===== config.mk =====
export PLATFORM = sky130hd
export DESIGN_NAME = rf_dump_reader
export DESIGN_NICKNAME = d
export VERILOG_FILES = /design/src/rtl/rf_dump_reader_pkg.sv /design/src/rtl/rf_dump_reader.sv
export SDC_FILE = /design/constraint.sdc
export NUM_CORES = 1
export LEC_CHECK = 0
export ABC_CLOCK_PERIOD_IN_PS = 2300
export BUFFER_PORTS_ARGS = -buffer_cell sky130_fd_sc_hd__buf_2
export CAP_MARGIN = 20
export CORE_UTILIZATION = 37
export CTS_CLUSTER_DIAMETER = 40
export DETAILED_ROUTE_END_ITERATION = 8
export PLACE_DENSITY_LB_ADDON = 0.15
export SETUP_SLACK_MARGIN = 0.3
export SLEW_MARGIN = 0
export SYNTH_ARGS = -nofsm -noshare
export SYNTH_HDL_FRONTEND = slang
export SYNTH_SLANG_ARGS = --single-unit

===== constraint.sdc =====
create_clock -name clk -period 2.3 [get_ports clk]
set_input_delay 0.46 -clock clk [delete_from_list [all_inputs] [get_ports clk]]
set_output_delay 0.46 -clock clk [all_outputs]
set_load 0.03 [all_outputs]

===== src/rtl/rf_dump_reader_pkg.sv =====
`default_nettype none
// +----------------------------------------------------------------------------+
// | Package : rf_dump_reader_pkg                                               |
// | Purpose : Shared register-file geometry and the dump-reader state codes.   |
// |           RF_AW / RF_DW are also used by the rf and the pipeline.          |
// | Revision: 1.0  initial release                                             |
// +----------------------------------------------------------------------------+
package rf_dump_reader_pkg;

  localparam int RF_AW = 5;   // register index width
  localparam int RF_DW = 32;  // register data width

  typedef logic [1:0] state_t;

  localparam state_t ST_IDLE = 2'd0;  // waiting for start
  localparam state_t ST_REQ  = 2'd1;  // holding dbg_req, waiting for grant
  localparam state_t ST_SEND = 2'd2;  // beat latched, waiting for sink
  localparam state_t ST_DONE = 2'd3;  // one-cycle completion pulse

endpackage : rf_dump_reader_pkg
`default_nettype wire


===== src/rtl/rf_dump_reader.sv =====
`default_nettype none
// +----------------------------------------------------------------------------+
// | Module  : rf_dump_reader                                                   |
// | Purpose : Borrows an rf read port and streams x0..x(NUM_REGS-1) out on a   |
// |           valid/ready interface (index, data, last), one register/beat.    |
// | Revision: 1.0  initial release                                             |
// +----------------------------------------------------------------------------+
// | Ports                                                                      |
// |   clk        in   clock, all state on posedge                              |
// |   rst_n      in   synchronous active-low reset                             |
// |   start      in   pulse: begin a scan (only honoured in IDLE)              |
// |   abort      in   cancel scan in progress                                  |
// |   busy       out  high whenever not IDLE                                   |
// |   done       out  one-cycle pulse after last beat accepted                 |
// |   dbg_req    out  request for the rf read port                             |
// |   dbg_gnt    in   read port granted this cycle                             |
// |   dbg_rR     out  rf read address                                          |
// |   dbg_rD     in   rf read data (combinational from dbg_rR)                 |
// |   out_valid  out  stream beat valid                                        |
// |   out_ready  in   sink accepts beat                                        |
// |   out_idx    out  register index of beat                                   |
// |   out_data   out  register value of beat                                   |
// |   out_last   out  beat carries index NUM_REGS-1                            |
// +----------------------------------------------------------------------------+
module rf_dump_reader
  import rf_dump_reader_pkg::*;
#(
  parameter int NUM_REGS = 32,
  parameter int AW       = RF_AW,
  parameter int DW       = RF_DW
) (
  input  logic          clk,
  input  logic          rst_n,
  input  logic          start,
  input  logic          abort,
  output logic          busy,
  output logic          done,
  output logic          dbg_req,
  input  logic          dbg_gnt,
  output logic [AW-1:0] dbg_rR,
  input  logic [DW-1:0] dbg_rD,
  output logic          out_valid,
  input  logic          out_ready,
  output logic [AW-1:0] out_idx,
  output logic [DW-1:0] out_data,
  output logic          out_last
);

  localparam logic [AW-1:0] C_LAST_IDX = AW'(NUM_REGS - 1);

  state_t        state_q, state_d;
  logic [AW-1:0] idx_q, idx_d;
  logic          out_valid_q, out_valid_d;
  logic [AW-1:0] out_idx_q, out_idx_d;
  logic [DW-1:0] out_data_q, out_data_d;
  logic          out_last_q, out_last_d;

  // State and beat register
  always_ff @(posedge clk) begin
    if (!rst_n) begin
      state_q     <= ST_IDLE;
      idx_q       <= '0;
      out_valid_q <= 1'b0;
      out_idx_q   <= '0;
      out_data_q  <= '0;
      out_last_q  <= 1'b0;
    end else begin
      state_q     <= state_d;
      idx_q       <= idx_d;
      out_valid_q <= out_valid_d;
      out_idx_q   <= out_idx_d;
      out_data_q  <= out_data_d;
      out_last_q  <= out_last_d;
    end
  end

  // Next-state and beat-latch logic
  always_comb begin
    state_d     = state_q;
    idx_d       = idx_q;
    out_valid_d = out_valid_q;
    out_idx_d   = out_idx_q;
    out_data_d  = out_data_q;
    out_last_d  = out_last_q;

    case (state_q)
      ST_IDLE: begin
        // abort alongside start keeps us idle
        if (start && !abort) begin
          state_d = ST_REQ;
          idx_d   = '0;
        end
      end
      ST_REQ: begin
        if (abort) begin
          state_d = ST_IDLE;
        end else if (dbg_gnt) begin
          // rf data is only valid in the grant cycle, so capture it here
          out_data_d  = dbg_rD;
          out_idx_d   = idx_q;
          out_last_d  = (idx_q == C_LAST_IDX);
          out_valid_d = 1'b1;
          state_d     = ST_SEND;
        end
      end
      ST_SEND: begin
        if (abort) begin
          // pending beat is dropped even if the sink is ready this cycle
          out_valid_d = 1'b0;
          state_d     = ST_IDLE;
        end else if (out_ready) begin
          out_valid_d = 1'b0;
          if (out_last_q) begin
            state_d = ST_DONE;
          end else begin
            idx_d   = idx_q + AW'(1);
            state_d = ST_REQ;
          end
        end
      end
      ST_DONE: begin
        state_d = ST_IDLE;
      end
      default: begin
        state_d     = ST_IDLE;
        out_valid_d = 1'b0;
      end
    endcase
  end

  // Control outputs
  always_comb begin
    busy    = (state_q != ST_IDLE);
    // an abort landing in DONE suppresses the completion pulse
    done    = (state_q == ST_DONE) && !abort;
    dbg_req = (state_q == ST_REQ) || (state_q == ST_SEND);
    dbg_rR  = dbg_req ? idx_q : '0;
  end

  assign out_valid = out_valid_q;
  assign out_idx   = out_idx_q;
  assign out_data  = out_data_q;
  assign out_last  = out_last_q;

endmodule : rf_dump_reader
`default_nettype wire


==> impl_metrics.env, run 1 <==
export IMPL_status="finished clean"
export IMPL_grt_ovfl_total=0
export IMPL_rr_startpoint="state_q[0]"
export IMPL_start_util_pct=39.6
export IMPL_peakVddDrop_mv=0.299
export IMPL_drc_errors=0
export IMPL_drt_pass1_iter_count=2
export IMPL_cp_slowest_stage_delay_ns=0.40
export IMPL_synth_seq_cells=46
export IMPL_finalCritPeriodShare_pct=81.6
export IMPL_synth_area_top_cells="dfxtp_1 48%, nand2_1 17%, a21oi_1 12%"
export IMPL_grt_busiest_layer="met2"
export IMPL_insertion_delay_ns=0.29
export IMPL_layout_commonest_cell="nand2_1"
export IMPL_std_cell_rows=25
export IMPL_mostFrequentLayoutCells="86 x nand2_1, 84 x buf_2, 47 x a21oi_1"
export IMPL_slowest_stage="ha_1"
export IMPL_vias_per_cell=4.61
export IMPL_grt_use_total_pct=16.2
export IMPL_drive_gt1_share_pct=32.8
export IMPL_startpoint="state_q[0]"
export IMPL_drv_slew=0
export IMPL_min_period_ns=1.88
export IMPL_startpoint_type="flip-flop"
export IMPL_first_global_vias=1532
export IMPL_arrival_ns=2.10
export IMPL_clkPwrFrac_pct=31.6
export IMPL_numCtsBuffers=5
export IMPL_p_per_area_nw_per_um2=638
export IMPL_synth_cell_area_sq_um=1930
export IMPL_tightest_slew_ns=0.415
export IMPL_dp_cells=385
export IMPL_cts_htree_levels=2
export IMPL_crit_fanout=12
export IMPL_grtUsageMet1_pct=21.3
export IMPL_final_cells=393
export IMPL_path_delay_family="simple AND/OR/NAND/NOR gates"
export IMPL_clk_path_buf_depth=2
export IMPL_finalSetupViolCount=0
export IMPL_dieArea_sq_um=5520
export IMPL_multi_input_area_sq_um=938
export IMPL_dpl_hpwl_mm=3.10
export IMPL_area_delta_synth_final_pct=30.4
export IMPL_criticalPathCategory="reg -> reg"
export IMPL_drt_initial_drc_count=100
export IMPL_combPwrFrac_pct=16.6
export IMPL_ios=85
export IMPL_final_core_util_pct=51.7
export IMPL_drt_total_wl_mm=4.58
export IMPL_regArea_sq_um=923
export IMPL_cts_sinks=46
export IMPL_num_vias=1813
export IMPL_use_met2_pct=25.8
export IMPL_syn_nets=290
export IMPL_cap_viol_max_count=0
export IMPL_use_met3_pct=4.74
export IMPL_finClkSkew_ns=0.00394
export IMPL_core_area_sq_um=4880
export IMPL_cts_clk_slew_worst_paths_ns=0.09
export IMPL_n_antenna_cell=0
export IMPL_max_freq_mhz=533
export IMPL_worstHoldStart="dbg_rD[15]"
export IMPL_fin_ws_ns=0.424
export IMPL_ant_nets=0
export IMPL_synth_warnings=0
export IMPL_cp_num_buf_inv=1
export IMPL_grt_max_degree=46
export IMPL_path_cells="inv_1 > ha_1 > nand3b_1 > a22o_4 > or3b_1 > a21oi_1"
export IMPL_seq_power_share_pct=51.8
export IMPL_swShare_pct=27.9
export IMPL_leakage_nw=1.15
export IMPL_cp_required_ns=2.53
export IMPL_grt_pass1_wl_mm=6.91
export IMPL_fp_dieW_um=74.3
export IMPL_grt_antenna_before_repair=0
export IMPL_report_final_hold_viol_count=0
export IMPL_rsz0062_at_grt="false"
export IMPL_fillers=551
export IMPL_dpl_worst_slack_ns=0.450
export IMPL_final_nets=371
export IMPL_synthCells=244
export IMPL_p_int_w=0.00116
export IMPL_relSlewSlack_pct=72.3
export IMPL_ys_seq_area_share_pct=47.6
export IMPL_final_setup_tns_ns=0
export IMPL_syn_area_per_cell_sq_um=7.93
export IMPL_post_cts_setup_buffers=0
export IMPL_synth_top_area_cell="dfxtp_1"
export IMPL_port_buffers=84
export IMPL_hold_path_class="in -> reg"
export IMPL_p_sw_w=0.000449
export IMPL_synth_top_area_share_pct=47.6
export IMPL_gp_congestion=0.852
export IMPL_die_h_um=74.3
export IMPL_cts_root_buf="clkbuf_8"
export IMPL_crit_path_end_kind="flip-flop"
export IMPL_cts_tree="yes"
export IMPL_ys_types=30
export IMPL_routedWlPerCell_um=11.6
==> timing repair <==
| item | CTS | global route |
|---|---|---|
| setup endpoints to repair | 0 | 5 |
| gates resized for setup | 0 | 3 |
| hold buffers | 0 | 0 |
==> final cells by class <==
type	instances	area share (%)
Clock buffer	6	3.27
Clock inverter	2	0.496
Inverter	5	0.744
Timing Repair Buffer	88	18.4
Tap cell	67	3.32
Sequential cell	46	36.6
Multi-Input combinational cell	179	37.2
==> logic make-up after synthesis <==
family | Yosys count | synth area share, %
AO/OA/AOI/OAI | 57 | 16.2
buffers and inverters | 19 | 4.53
adder cells (fa/ha/maj) | 8 | 5.17
flip-flops | 46 | 47.6
AND/OR/NAND/NOR | 114 | 26.5
==> power by group through the flow <==
stage	clock (W)	sequential [W]	combinational (W)
after CTS	0.000540	0.000833	0.000261
after floorplan	0	0.000892	0.000131
after detailed placement	0	0.000852	0.000260
after global routing	0.000564	0.000838	0.000295
final	0.000509	0.000833	0.000268
after global placement	0	0.000850	0.000259
==> state kept, by name, indices dropped and copies added (netlist names) <==
name	cells
idx_q	5
out_last	1
out_idx	5
out_data	32
out_valid	1
state_q	2
==> routing by layer <==
metal | share of wire, % | vias to the layer above
met4 | 0.55 | 0
met1 | 48 | 804
met3 | 5.0 | 2
met2 | 46 | 47
met5 | 0 | -
li1 | - | 960
==> path summary, 6_finish.rpt <==
| check | end | slack [ns] | cells past startpoint |
|---|---|---|---|
| setup reg to reg | idx_q[0] | 0.42 | 6 |
| hold / removal | out_data[15] | 0.39 | 3 |
| setup / recovery | idx_q[0] | 0.42 | 6 |
| hold reg to reg | out_data[18] | 0.45 | 2 |
==> stage by stage <==
step           hold WS [ns]  total power (W)  area (sq um)
6_report              0.395          0.00161          2520
5_1_grt               0.381          0.00170          2520
4_1_cts               0.381          0.00163          2510
3_5_place_dp          0.443          0.00111          2410
3_3_place_gp          0.439          0.00111          2410
2_1_floorplan         0.458          0.00102          1930
==> cells in the mapped netlist <==
cell type,instances
nand2_1,86
or3_1,1
a21o_1,1
o21ai_0,4
nand3_1,2
buf_6,1
nor4bb_1,1
nand2b_1,3
dfxtp_1,46
a2111oi_0,1
buf_2,7
nor2_1,1
o311a_1,1
and2b_2,2
ha_1,8
inv_2,1
or2_2,2
a21oi_1,47
and2_1,6
nand3b_1,2
and3_1,3
nor2b_1,1
a31oi_1,1
clkbuf_1,6
inv_1,4
a21o_2,1
nor3_1,2
a22o_4,1
or3b_1,1
nand2b_4,1
==> worst reg2reg max path, cell delays in order, from the launching register on <==
cell      delay, ns
dfxtp_2        0.35
inv_1          0.17
ha_1           0.40
nand3b_1       0.14
a22o_4         0.27
or3b_1         0.37
a21oi_1        0.12
Note: power is estimated with default switching activity, not from simulation.
==> run 2, diff against run 1 <==
Settings changed: ABC_CLOCK_PERIOD_IN_PS 2300 to 2000.
Clock period 2.3 ns to 2 ns, I/O delays scaled along.
==> impl_metrics.env, run 2 (same netlist as run 1, synthesis figures left out) <==
export IMPL_cp_required_ns=1.60
export IMPL_min_period_ns=1.69
export IMPL_drc_errors=0
export IMPL_ios=85
export IMPL_crit_fanout=6
export IMPL_finalSetupViolCount=0
export IMPL_rsz0062_at_grt="true"
export IMPL_leakage_nw=1.18
export IMPL_die_h_um=74.3
export IMPL_cts_clk_slew_worst_paths_ns=0.08
export IMPL_drv_slew=0
export IMPL_worstSetupEndpoint="dbg_rR[0]"
export IMPL_dpl_worst_slack_ns=0.206
export IMPL_arrival_ns=1.29
export IMPL_fp_dieW_um=74.3
export IMPL_final_nets=373
export IMPL_clk_path_buf_depth=2
export IMPL_layout_commonest_cell="nand2_1"
export IMPL_cts_htree_levels=2
export IMPL_slowest_stage="dfxtp_4"
export IMPL_final_core_util_pct=53.6
export IMPL_largest_reg_flops=32
export IMPL_first_global_vias=1578
export IMPL_rr_startpoint="state_q[0]"
export IMPL_cap_viol_max_count=0
export IMPL_cts_root_buf="clkbuf_8"
export IMPL_mostFrequentLayoutCells="86 x nand2_1, 79 x buf_2, 47 x a21oi_1"
export IMPL_criticalPathCategory="reg -> out"
export IMPL_fillers=503
export IMPL_status="finished clean"
export IMPL_crit_reg2reg_capture="idx_q[0]"
export IMPL_numCtsBuffers=5
export IMPL_rr_worst_depth=6
export IMPL_tightest_slew_ns=0.424
export IMPL_std_cell_rows=25
export IMPL_report_final_hold_viol_count=0
export IMPL_crit_path_end_kind="output pin"
export IMPL_drt_total_wl_mm=4.67
export IMPL_dieArea_sq_um=5520
export IMPL_drive_gt1_share_pct=35.4
export IMPL_core_area_sq_um=4880
export IMPL_holdWs_ns=0.342
export IMPL_finClkSkew_ns=0.00336
export IMPL_insertion_delay_ns=0.29
export IMPL_n_antenna_cell=0
export IMPL_cts_sinks=46
export IMPL_num_vias=1856
export IMPL_start_util_pct=39.6
export IMPL_p_per_area_nw_per_um2=747
export IMPL_r2r_slack_ns=0.33
export IMPL_cp_slowest_stage_delay_ns=0.39
export IMPL_drt_pass1_iter_count=4
export IMPL_startpoint="state_q[1]"
export IMPL_area_delta_synth_final_pct=35.3
export IMPL_fin_ws_ns=0.310
export IMPL_port_buffers=84
export IMPL_path_cells="inv_4 > ha_4 > and2_4 > buf_6"
export IMPL_max_freq_mhz=592
export IMPL_hold_path_class="in -> reg"
export IMPL_cts_tree="yes"
export IMPL_grt_ovfl_total=0
export IMPL_gp_congestion=0.813
export IMPL_routedWlPerCell_um=11.8
export IMPL_hold_buffers=0
export IMPL_grt_antenna_before_repair=0
export IMPL_drt_initial_drc_count=57
export IMPL_peakVddDrop_mv=0.574
export IMPL_vias_per_cell=4.70
export IMPL_hold_path_depth=3
export IMPL_final_setup_tns_ns=0
export IMPL_dpl_hpwl_mm=3.11
export IMPL_finalCritPeriodShare_pct=84.5
export IMPL_relSlewSlack_pct=71.0
export IMPL_grt_use_total_pct=16.4
export IMPL_ant_nets=0
export IMPL_startpoint_type="flip-flop"
export IMPL_grt_max_degree=39
export IMPL_grt_pass1_wl_mm=7.01
## run 2: cell count changes in the layout (fill, tap and decap cells not counted), sizes merged
cell and delta:
buf +2, bufinv +1, clkbuf +1, clkinv -1, clkinvlp -1
## run 2: worst max-delay path, delay by kind of cell, from the launching register on
kind,cells,cell delay [ns]
buf+inv,2,0.17
flops,1,0.39
fa+ha+maj,1,0.29
simple gates,1,0.15
## run 2: area by class of cell
type	instances	area [sq um]	area share (%)
repair buffers	90	522	19.9
clock buffers	7	76.3	2.92
clock inverters	1	30.0	1.15
well taps	67	83.8	3.20
inverters	5	23.8	0.908
multi-input cells	179	956	36.5
flip-flops and latches	46	926	35.4
## run 2: stage by stage
step                      power (W)  cells  cell area (sq um)
after CTS                   0.00197    395               2590
after global placement      0.00128    385               2420
final                       0.00195    395               2620
after detailed placement    0.00128    385               2420
after global routing        0.00204    395               2620
after floorplan             0.00118    244               1930
## run 2: power breakdown
part | total (W) | switching [W] | internal, W
Clock | 0.000668 | 0.000294 | 0.000374
Combinational | 0.000328 | 0.000202 | 0.000126
Sequential | 0.000959 | 0.0000162 | 0.000943
Total | 0.00195 | 0.000512 | 0.00144
## run 2: routing by layer
layer	track usage, %	up-vias	wire length (um)
li1	-	965	-
met1	20.7	836	2180
met2	27.2	51	2200
met3	4.47	4	253
met4	5.45	0	37
met5	0	-	0
## run 2: worst min path at each step
stage,start,endpoint
6_report,dbg_rD[26],out_data[26]
5_1_grt,dbg_rD[28],out_data[28]
4_1_cts,dbg_rD[26],out_data[26]
3_5_place_dp,out_data[24],out_data[24]
3_3_place_gp,out_data[18],out_data[18]
2_1_floorplan,idx_q[4],idx_q[4]
## run 2: what timing repair did
action                     in CTS  in global routing
setup buffers                   2                  0
setup endpoints to repair      11                  8
pin swaps                       2                  3
resized for setup              16                  9
